`src/rtl/execute_md_stage.sv`:
```
// EX stage: operand forwarding, ALU, destination select and the EX/MEM latch, plus a
// non-blocking iterative multiply/divide unit that owns the HI/LO registers.
module execute_md_stage #(
    parameter int NB_DATA    = 32,
    parameter int NB_REG     = 5,
    parameter int NB_M_CTRL  = 6,
    parameter int NB_WB_CTRL = 3
) (
    input  logic                  i_clock,
    input  logic                  i_reset_n,
    input  logic                  i_valid,
    input  logic [3:0]            i_alu_op,
    input  logic [2:0]            i_md_op,
    input  logic                  i_src_a_shamt,
    input  logic                  i_src_b_imm,
    input  logic [1:0]            i_reg_dst,
    input  logic [NB_DATA-1:0]    i_data_ra,
    input  logic [NB_DATA-1:0]    i_data_rb,
    input  logic [NB_DATA-1:0]    i_data_inm,
    input  logic [NB_REG-1:0]     i_shamt,
    input  logic [NB_REG-1:0]     i_rs,
    input  logic [NB_REG-1:0]     i_rt,
    input  logic [NB_REG-1:0]     i_rd,
    input  logic [NB_REG-1:0]     i_ex_mem_wreg,
    input  logic                  i_ex_mem_we,
    input  logic [NB_REG-1:0]     i_mem_wb_wreg,
    input  logic                  i_mem_wb_we,
    input  logic [NB_DATA-1:0]    i_ex_mem_result,
    input  logic [NB_DATA-1:0]    i_mem_wb_data,
    input  logic [NB_M_CTRL-1:0]  i_m_ctrl,
    input  logic [NB_WB_CTRL-1:0] i_wb_ctrl,
    output logic                  o_stall,
    output logic                  o_valid,
    output logic [NB_M_CTRL-1:0]  o_m_ctrl,
    output logic [NB_WB_CTRL-1:0] o_wb_ctrl,
    output logic [NB_REG-1:0]     o_write_register,
    output logic [NB_DATA-1:0]    o_result,
    output logic [NB_DATA-1:0]    o_data_write_mem
);

    localparam int SH = $clog2(NB_DATA);

    localparam logic [3:0] ALU_ADD = 4'd0,  ALU_SUB = 4'd1,  ALU_AND = 4'd2,  ALU_OR   = 4'd3;
    localparam logic [3:0] ALU_XOR = 4'd4,  ALU_NOR = 4'd5,  ALU_SLT = 4'd6,  ALU_SLTU = 4'd7;
    localparam logic [3:0] ALU_SLL = 4'd8,  ALU_SRL = 4'd9,  ALU_SRA = 4'd10, ALU_LUI  = 4'd11;
    localparam logic [3:0] ALU_PASSB = 4'd15;

    localparam logic [2:0] MD_MULT = 3'd1, MD_MULTU = 3'd2, MD_DIV  = 3'd3, MD_DIVU = 3'd4;
    localparam logic [2:0] MD_MFHI = 3'd5, MD_MFLO  = 3'd6;

    typedef enum logic [1:0] {IDLE, BUSY, FIX} md_state_e;

    function automatic logic [NB_DATA-1:0] cond_neg(input logic [NB_DATA-1:0] x, input logic neg);
        return neg ? (~x + NB_DATA'(1)) : x;
    endfunction

    function automatic logic [2*NB_DATA-1:0] cond_neg2(input logic [2*NB_DATA-1:0] x, input logic neg);
        return neg ? (~x + (2*NB_DATA)'(1)) : x;
    endfunction

    md_state_e                state_q, state_d;
    logic [SH-1:0]            cnt_q, cnt_d;
    logic                     is_div_q, is_div_d;
    logic                     sign_a_q, sign_a_d;
    logic                     sign_b_q, sign_b_d;
    logic [NB_DATA-1:0]       hi_q, hi_d, lo_q, lo_d;
    logic [2*NB_DATA-1:0]     acc_q, acc_d, acc_step;
    logic [NB_DATA-1:0]       opnd_q, opnd_d;

    logic                     valid_q, valid_d;
    logic [NB_M_CTRL-1:0]     m_ctrl_q, m_ctrl_d;
    logic [NB_WB_CTRL-1:0]    wb_ctrl_q, wb_ctrl_d;
    logic [NB_REG-1:0]        wreg_q, wreg_d;
    logic [NB_DATA-1:0]       result_q, result_d;
    logic [NB_DATA-1:0]       wdata_q, wdata_d;

    logic [NB_DATA-1:0]       fwd_a, fwd_b, op_a, op_b, alu_res;
    logic signed [NB_DATA-1:0] a_s, b_s;
    logic [SH-1:0]            shamt_amt;
    logic [NB_REG-1:0]        wreg_sel;
    logic [NB_DATA:0]         mul_sum, div_shift, div_trial;
    logic                     md_start_op, md_signed, md_accept;

    // Operand select: EX/MEM beats MEM/WB beats the register file; register 0 never forwards.
    always_comb begin
        fwd_a = i_data_ra;
        if (i_mem_wb_we && (i_mem_wb_wreg == i_rs) && (i_mem_wb_wreg != '0)) fwd_a = i_mem_wb_data;
        if (i_ex_mem_we && (i_ex_mem_wreg == i_rs) && (i_ex_mem_wreg != '0)) fwd_a = i_ex_mem_result;
        fwd_b = i_data_rb;
        if (i_mem_wb_we && (i_mem_wb_wreg == i_rt) && (i_mem_wb_wreg != '0)) fwd_b = i_mem_wb_data;
        if (i_ex_mem_we && (i_ex_mem_wreg == i_rt) && (i_ex_mem_wreg != '0)) fwd_b = i_ex_mem_result;
        op_a      = i_src_a_shamt ? {{(NB_DATA-NB_REG){1'b0}}, i_shamt} : fwd_a;
        op_b      = i_src_b_imm ? i_data_inm : fwd_b;
        a_s       = op_a;
        b_s       = op_b;
        shamt_amt = op_a[SH-1:0];
    end

    always_comb begin
        alu_res = '0;
        case (i_alu_op)
            ALU_ADD:   alu_res = op_a + op_b;
            ALU_SUB:   alu_res = op_a - op_b;
            ALU_AND:   alu_res = op_a & op_b;
            ALU_OR:    alu_res = op_a | op_b;
            ALU_XOR:   alu_res = op_a ^ op_b;
            ALU_NOR:   alu_res = ~(op_a | op_b);
            ALU_SLT:   alu_res = {{(NB_DATA-1){1'b0}}, (a_s < b_s)};
            ALU_SLTU:  alu_res = {{(NB_DATA-1){1'b0}}, (op_a < op_b)};
            ALU_SLL:   alu_res = op_b << shamt_amt;
            ALU_SRL:   alu_res = op_b >> shamt_amt;
            ALU_SRA:   alu_res = $unsigned(b_s >>> shamt_amt);
            ALU_LUI:   alu_res = op_b << (NB_DATA/2);
            ALU_PASSB: alu_res = op_b;
            default:   alu_res = '0;
        endcase
    end

    always_comb begin
        case (i_reg_dst)
            2'b01:   wreg_sel = i_rd;
            2'b10:   wreg_sel = '1;
            default: wreg_sel = i_rt;
        endcase
    end

    assign md_start_op = (i_md_op == MD_MULT) || (i_md_op == MD_MULTU) ||
                         (i_md_op == MD_DIV)  || (i_md_op == MD_DIVU);
    assign md_signed   = (i_md_op == MD_MULT) || (i_md_op == MD_DIV);
    assign o_stall     = i_valid && (i_md_op != 3'd0) && (state_q != IDLE);
    assign md_accept   = i_valid && md_start_op && (state_q == IDLE) && !o_stall;

    // One iteration: acc holds {partial, multiplier} for mul, {remainder, quotient} for div.
    always_comb begin
        mul_sum   = {1'b0, acc_q[2*NB_DATA-1:NB_DATA]} + (acc_q[0] ? {1'b0, opnd_q} : '0);
        div_shift = {acc_q[2*NB_DATA-1:NB_DATA], acc_q[NB_DATA-1]};
        div_trial = div_shift - {1'b0, opnd_q};
        if (!is_div_q)
            acc_step = {mul_sum, acc_q[NB_DATA-1:1]};
        else if (div_trial[NB_DATA])
            acc_step = {div_shift[NB_DATA-1:0], acc_q[NB_DATA-2:0], 1'b0};
        else
            acc_step = {div_trial[NB_DATA-1:0], acc_q[NB_DATA-2:0], 1'b1};
    end

    always_comb begin
        state_d  = state_q;
        cnt_d    = cnt_q;
        is_div_d = is_div_q;
        sign_a_d = sign_a_q;
        sign_b_d = sign_b_q;
        hi_d     = hi_q;
        lo_d     = lo_q;
        acc_d    = acc_q;
        opnd_d   = opnd_q;
        case (state_q)
            IDLE: begin
                if (md_accept) begin
                    sign_a_d = md_signed && fwd_a[NB_DATA-1];
                    sign_b_d = md_signed && fwd_b[NB_DATA-1];
                    is_div_d = (i_md_op == MD_DIV) || (i_md_op == MD_DIVU);
                    acc_d    = {{NB_DATA{1'b0}}, cond_neg(fwd_a, md_signed && fwd_a[NB_DATA-1])};
                    opnd_d   = cond_neg(fwd_b, md_signed && fwd_b[NB_DATA-1]);
                    cnt_d    = SH'(NB_DATA-1);
                    state_d  = BUSY;
                end
            end
            BUSY: begin
                acc_d = acc_step;
                if (cnt_q == '0) state_d = FIX;
                else             cnt_d   = cnt_q - SH'(1);
            end
            FIX: begin
                // With a zero divisor every trial succeeds, so the remainder half ends up
                // holding the dividend magnitude; re-signing it restores the dividend.
                if (!is_div_q) begin
                    {hi_d, lo_d} = cond_neg2(acc_q, sign_a_q ^ sign_b_q);
                end else if (opnd_q == '0) begin
                    lo_d = '1;
                    hi_d = cond_neg(acc_q[2*NB_DATA-1:NB_DATA], sign_a_q);
                end else begin
                    lo_d = cond_neg(acc_q[NB_DATA-1:0], sign_a_q ^ sign_b_q);
                    hi_d = cond_neg(acc_q[2*NB_DATA-1:NB_DATA], sign_a_q);
                end
                state_d = IDLE;
            end
            default: state_d = IDLE;
        endcase
    end

    always_comb begin
        valid_d   = 1'b0;
        m_ctrl_d  = '0;
        wb_ctrl_d = '0;
        wreg_d    = '0;
        result_d  = '0;
        wdata_d   = '0;
        if (i_valid && !o_stall) begin
            valid_d   = 1'b1;
            m_ctrl_d  = i_m_ctrl;
            wb_ctrl_d = i_wb_ctrl;
            wreg_d    = wreg_sel;
            wdata_d   = fwd_b;
            if (i_md_op == MD_MFHI)      result_d = hi_q;
            else if (i_md_op == MD_MFLO) result_d = lo_q;
            else                         result_d = alu_res;
        end
    end

    // EX/MEM boundary and MD control state.
    always_ff @(posedge i_clock or negedge i_reset_n) begin
        if (!i_reset_n) begin
            state_q   <= IDLE;
            cnt_q     <= '0;
            is_div_q  <= 1'b0;
            sign_a_q  <= 1'b0;
            sign_b_q  <= 1'b0;
            hi_q      <= '0;
            lo_q      <= '0;
            valid_q   <= 1'b0;
            m_ctrl_q  <= '0;
            wb_ctrl_q <= '0;
            wreg_q    <= '0;
            result_q  <= '0;
            wdata_q   <= '0;
        end else begin
            state_q   <= state_d;
            cnt_q     <= cnt_d;
            is_div_q  <= is_div_d;
            sign_a_q  <= sign_a_d;
            sign_b_q  <= sign_b_d;
            hi_q      <= hi_d;
            lo_q      <= lo_d;
            valid_q   <= valid_d;
            m_ctrl_q  <= m_ctrl_d;
            wb_ctrl_q <= wb_ctrl_d;
            wreg_q    <= wreg_d;
            result_q  <= result_d;
            wdata_q   <= wdata_d;
        end
    end

    always_ff @(posedge i_clock) begin
        acc_q  <= acc_d;
        opnd_q <= opnd_d;
    end

    assign o_valid          = valid_q;
    assign o_m_ctrl         = m_ctrl_q;
    assign o_wb_ctrl        = wb_ctrl_q;
    assign o_write_register = wreg_q;
    assign o_result         = result_q;
    assign o_data_write_mem = wdata_q;

endmodule

```
`config.mk`:
```
export PLATFORM = sky130hd
export DESIGN_NAME = execute_md_stage
export DESIGN_NICKNAME = d
export VERILOG_FILES = /design/src/rtl/execute_md_stage.sv
export SDC_FILE = /design/constraint.sdc
export NUM_CORES = 2
export LEC_CHECK = 0
export ABC_AREA = 1
export BUFFER_PORTS_ARGS = -buffer_cell sky130_fd_sc_hd__buf_2
export CORE_UTILIZATION = 45
export CTS_BUF_LIST = sky130_fd_sc_hd__clkbuf_16
export CTS_CLUSTER_DIAMETER = 40
export CTS_CLUSTER_SIZE = 30
export DETAILED_ROUTE_END_ITERATION = 8
export HOLD_SLACK_MARGIN = 0.05
export PLACE_DENSITY = 0.62
export SYNTH_ARGS = -nofsm -noshare
export SYNTH_HDL_FRONTEND = slang
export SYNTH_SLANG_ARGS = --single-unit
export TNS_END_PERCENT = 1
```
`constraint.sdc`:
```
create_clock -name i_clock -period 7.77 [get_ports i_clock]
set_clock_uncertainty 0.15 [all_clocks]
set_input_delay 1.554 -clock i_clock [delete_from_list [all_inputs] [get_ports i_clock]]
set_output_delay 1.554 -clock i_clock [all_outputs]
set_load 0.01 [all_outputs]
```
---- Yosys cells after proc, flatten, opt, wreduce, memory -nomap -nowiden ----
Index checks and enable logic that the tools add are counted.
cells by class
  mux-type cells .......................... 35
  equality and inequality tests ........... 29
  shifts and indexed selects .............. 3
  magnitude comparators ................... 2
  reductions and logical operators ........ 35
  bitwise logic cells ..................... 10
  $add $sub $neg .......................... 10
operators by type and width
  kind                     number
  $mux W32                 18
  $pmux W32 S13            1
  $mux W64                 4
  $not A32 Y32             5
  $add A32 B1 Y32 const B  4
  $pmux W64 S2             1
  $add A64 B1 Y64 const B  1
  $lt A32 B32 Y1           2
  $not A64 Y64             1
  $add A32 B32 Y33         1
  $sub A33 B32 Y33         1
  $add A32 B32 Y32         1
  $and A32 B32 Y32         1
  $logic_not A32 Y1        1
  $or A32 B32 Y32          1
  $shl A32 B5 Y32          1
  $shr A32 B5 Y32          1
  $sshr A32 B5 Y32         1
  $sub A32 B32 Y32         1
  $xor A32 B32 Y32         1
  $eq A4 B4 Y1 const B     5
  $eq A5 B5 Y1             4
  $pmux W5 S2              2
  $eq A4 B3 Y1 const B     4
  other kinds (27)         61
storage, ports and cells
  input port bits ......................... 215
  output and inout bits ................... 80
  logic and storage cells ................. 139
  flip-flop bits (word level) ............. 249

---- Depth between registers and ports, before layout ----
  depth in word-level cells ............... 12
  depth in mapped cells ................... 36
  depth with buffers taken out ............ 33

---- Least setup slack after synthesis ----
Ideal clock, no wire load.
  kind .................................... input port to flip-flop
  from .................................... in i_mem_wb_wreg[1]
  to ...................................... reg result_q[0], in the netlist o_result[0]
  arrival ................................. 4.991 ns
  setup slack ............................. 2.508 ns
  buffers on the path ..................... 3
  cell stages on the path ................. 30
  setup time .............................. 0.121 ns
  data required time ...................... 7.499 ns
  cell sequence ........................... inv_1 nand2_1 nand3_1 nor2_2 nand2_4 inv_2 buf_4 nand2_1 nand3_2 nand3_1 nand2_1 inv_2 buf_4 buf_4 ha_1 inv_1 nand2_1 nand2_1 o21ai_0 o21ai_0 a21oi_1 o21bai_1 a21oi_1 nand3b_1 a21oi_1 nor2_1 nor2_1 nand2_1 a21oi_1 nor2_1
between the ends
  cells in the longest elaborated chain, start to end .. 12
  elaborated cells between the ends (all ways) .. 28
  classes of those cells .................. add/sub (2); order compare (2); eq/ne (2); shift (3); mux (10); bitwise (4); reduce/logical (5)
RTL lines
  what                                                      line  source
  start: declaration                                        26    input logic [NB_REG-1:0] i_mem_wb_wreg,
  branches (longest 8 deep; another with $sub A32 B32 Y32)  --
  $pmux W32 S13 (*)                                         101   case (i_alu_op)
  $mux W32 (*)                                              205   else if (i_md_op == MD_MFLO) result_d = lo_q;
  $mux W32 (*)                                              204   if (i_md_op == MD_MFHI) result_d = hi_q;
  $mux W32 (*)                                              198   if (i_valid && !o_stall) begin
  via result_d[0]                                           74    logic [NB_DATA-1:0] result_q, result_d;
  end signal: assignment                                    238   result_q <= result_d;
  end: declaration                                          74
Mark *: on every way through the listed nets, which the timed path passes.
A chain may end at the register's enable or synchronous reset.

---- Final worst setup path ----
  from .................................... in i_mem_wb_wreg[3]
  to ...................................... reg result_q[18], in the netlist o_result[18]
Same word-level chain as after synthesis.

==> metrics.md <==
| Metric | Value |
|---|---|
| Pleak | `17.2 nW` |
| Final setup TNS | `0 ps` |
| DR WL met3 | `17100 µm` |
| Die Y | `263 µm` |
| Clock root buffer | `clkbuf_16` |
| FMAX | `148 MHz` |
| Hold_buf cts | `0` |
| Hold Crit Class | `register to register` |
| Top routing layer used | `met5` |
| # DRC | `0` |
| Clk sinks | `249` |
| Critical Path Max Stage Delay | `640 ps` |
| WS Path Type | `primary input to register` |
| Die X-Extent | `263 µm` |
| Top-count cell post-synth | `nand2_1` |
| DRT met1 WL | `62900 µm` |
| CTS tree | `yes` |
| Fin. max-slew vios | `0` |
| Row cnt | `95` |
| Post-Synthesis Net Count | `5366` |
| WP data arrival | `7030 ps` |
| Min cycle time layout | `6740 ps` |
| CP max FO | `52` |
| Sequential area share after synthesis | `21.8%` |
| Avg Synthesized Cell Area | `6.20 µm²` |
| Post-Place Cells | `5978` |
| Nets | `5545` |
| Initial Utilization | `45.6%` |
| # IOs | `295` |
| Power per Cell Area | `301 nW/µm²` |
| Sw Share | `52.5%` |
| Worst slew pin tran | `1160 ps` |
| Top post-synthesis cells by count | `nand2_1 (1110), inv_1 (652), nand3_1 (572)` |
| Vias per inst | `5.98` |
| Top cell type's share of synthesized area | `13.5%` |
| Max Cap Violations | `0` |
| Mapped cell area | `30800 µm²` |
| Clock Path Buffers | `3` |
| Post-CTS setup buffers | `0` |
| Clock transition at path regs | `60 ps` |
| Placed cell area | `32800 µm²` |
| Synth async-reset ratio | `61.4%` |
| Average wire per standard cell | `24.0 µm` |
| Worst path slowest cell | `o21ai_0` |
| Post-DP HPWL | `117000 µm` |
| Crit path buffers/inverters | `5` |
| Area of the die | `69400 µm²` |
| Via count | `36200` |
| Synth area leader | `nand2_1` |
| Yosys Warn Count | `0` |
| Gr usage total | `40.7%` |
| Synth Flop Type | `dfrtp_1` |
| #FFs+latches synth | `249` |
| Sequential share of power | `24.1%` |
| Final Cycle Share | `86.8%` |
| Share of cells above drive strength 1 | `12.2%` |
| First-pass GRT wire length | `214000 µm` |
| H-tree depth | `2` |
| Gate power share | `58.5%` |
| CP endpoint kind | `register` |
| Largest net degree at the start of global routing | `99` |
| Pwr Total | `10.3 mW` |
| Gpl congestion | `1.06` |
| Clock Power Share | `17.3%` |
| Antenna-violating nets left | `0` |
| CTS buffer count | `37` |
| Cells after Synth | `4965` |
| Run status | `finished clean` |
| DRT iter0 DRCs | `4934` |
| Floorplan Core Area | `67400 µm²` |
| Distinct cell type count after synthesis | `67` |
| Number of global-route vias before repair | `33200` |
| Net Sw Power | `5.39 mW` |
| Overall routed net length | `145000 µm` |
| Final Hold Viols | `0` |
| Post_cts resized | `0` |
| Worst slew margin | `22.7%` |
| Fin area | `34100 µm²` |
| Wire length on met2 | `59000 µm` |
| Area Growth Syn to Fin | `10.8%` |
| Area contributors post-synth | `nand2_1 (14%), dfrtp_1 (12%), edfxtp_1 (9.4%)` |
| Initial antenna violation count | `7` |
| Worst EP required | `8050 ps` |
| # port buffers | `294` |
| Total grt overflow | `0` |
| Fillers | `7261` |
| Later-pin clock latency in the skew report | `550 ps` |
| RSZ-0062 raised after global routing | `no` |
| Final Non-Filler Cells | `6051` |
| Number of synthesized flops with an enable pin | `96` |
| Top cell family by delay on the critical path | `simple AND/OR/NAND/NOR gates` |
| P_int | `4.88 mW` |
| Total iterations of the first detailed-routing run | `6` |
| Peak supply drop | `196 µV` |
| Element type at the critical path start | `primary input` |
| # setup viols final | `0` |
## through the flow
step / hold slack (ps) / setup slack (ps) / utilization [%]
after global routing: 344 / 848 / 50.6
after CTS: 333 / 1370 / 50.6
after detailed placement: 318 / 802 / 48.6
after global placement: 312 / 877 / 48.6
final: 334 / 1030 / 50.6
after floorplan: 294 / 2510 / -
## registers in the layout, summed over array words and instances (netlist names), 2 cells and up
name              flops
acc_q                64
hi_q                 32
lo_q                 32
o_data_write_mem     32
o_result             32
opnd_q               32
o_m_ctrl              6
cnt_q                 5
o_write_register      5
o_wb_ctrl             3
state_q               2
## worst min-delay path, stage by stage (launching register included)
cell	delay, ps
dfrtp_1	340
nand2_1	50
nand2_1	50
## layer usage
metal / global-route usage [%] / up-vias
met5: 0 / -
met4: 16.2 / 4
met3: 8.34 / 290
met2: 58.1 / 2224
met1: 59.0 / 16800
li1: - / 16900
## final timing paths
path,start,to,slack [ps],cells after the start
hold reg to reg,hi_q[31]$_DFFE_PN0N_,hi_q[31]$_DFFE_PN0N_,330,2
setup / recovery,i_mem_wb_wreg[3],o_result[18]$_DFF_PN0_,1030,27
setup reg to reg,acc_q[31]$_DFFE_PP_,acc_q[48]$_SDFFCE_PN0P_,2500,17
min in group asynchronous,i_reset_n,o_result[3]$_DFF_PN0_,920,1
hold / removal,hi_q[31]$_DFFE_PN0N_,hi_q[31]$_DFFE_PN0N_,330,2
max in group asynchronous,i_reset_n,is_div_q$_DFFE_PN0P_,5030,2
## power by group through the flow
stage | sequential [mW] | clock [mW] | combinational (mW)
after global routing | 2.51 | 1.85 | 6.62
after CTS | 2.45 | 1.79 | 5.86
after global placement | 2.47 | 0 | 5.81
after detailed placement | 2.47 | 0 | 5.83
final | 2.48 | 1.78 | 6.01
after floorplan | 2.26 | 0 | 4.12
## layout by cell type (no fill, tap or decap), types with 15 or more instances in the layout
cell type and n:
nand2_1 1102, inv_1 656, nand3_1 571, nor2_1 475, a21oi_1 361, o21ai_0 320, buf_2 293, ha_1 182
dfrtp_1 152, edfxtp_1 96, xor2_1 84, nor3_1 69, buf_4 65, or2_2 60, o21ai_1 59, o211ai_1 55
nand4_1 49, clkbuf_16 38, a221oi_1 35, o22ai_1 34, nand2_2 31, nand3_2 30, nand3b_1 25, a31oi_1 25
xnor2_1 24, nor4_1 23, inv_2 20, o21ai_2 18, o21bai_1 17, nor2_4 15
## logic make-up (layout without fill, tap and decap cells)
family | count (synthesis) | count (layout) | synth area share [%]
other cells | 0 | 5 | 0
compound gates | 1036 | 1036 | 19.5
xor+xnor | 108 | 108 | 3.08
mux | 2 | 2 | 0.0651
buf+inv | 901 | 1109 | 12.0
simple gates | 2483 | 2483 | 35.8
flops | 249 | 249 | 21.8
fa+ha+maj | 186 | 186 | 7.66
## final cells by class
type                            count  area [µm²]  share of cell area [%]
Antenna cell                        5        12.5                  0.0367
Clock buffer                       38         951                    2.79
Clock inverter                     30         362                    1.06
Inverter                          681        2560                    7.51
Multi-Input combinational cell   3815       20400                    59.9
Sequential cell                   249        6710                    19.7
Tap cell                          873        1090                    3.20
Timing Repair Buffer              360        1990                    5.83
(Power assumes the default switching activity.)
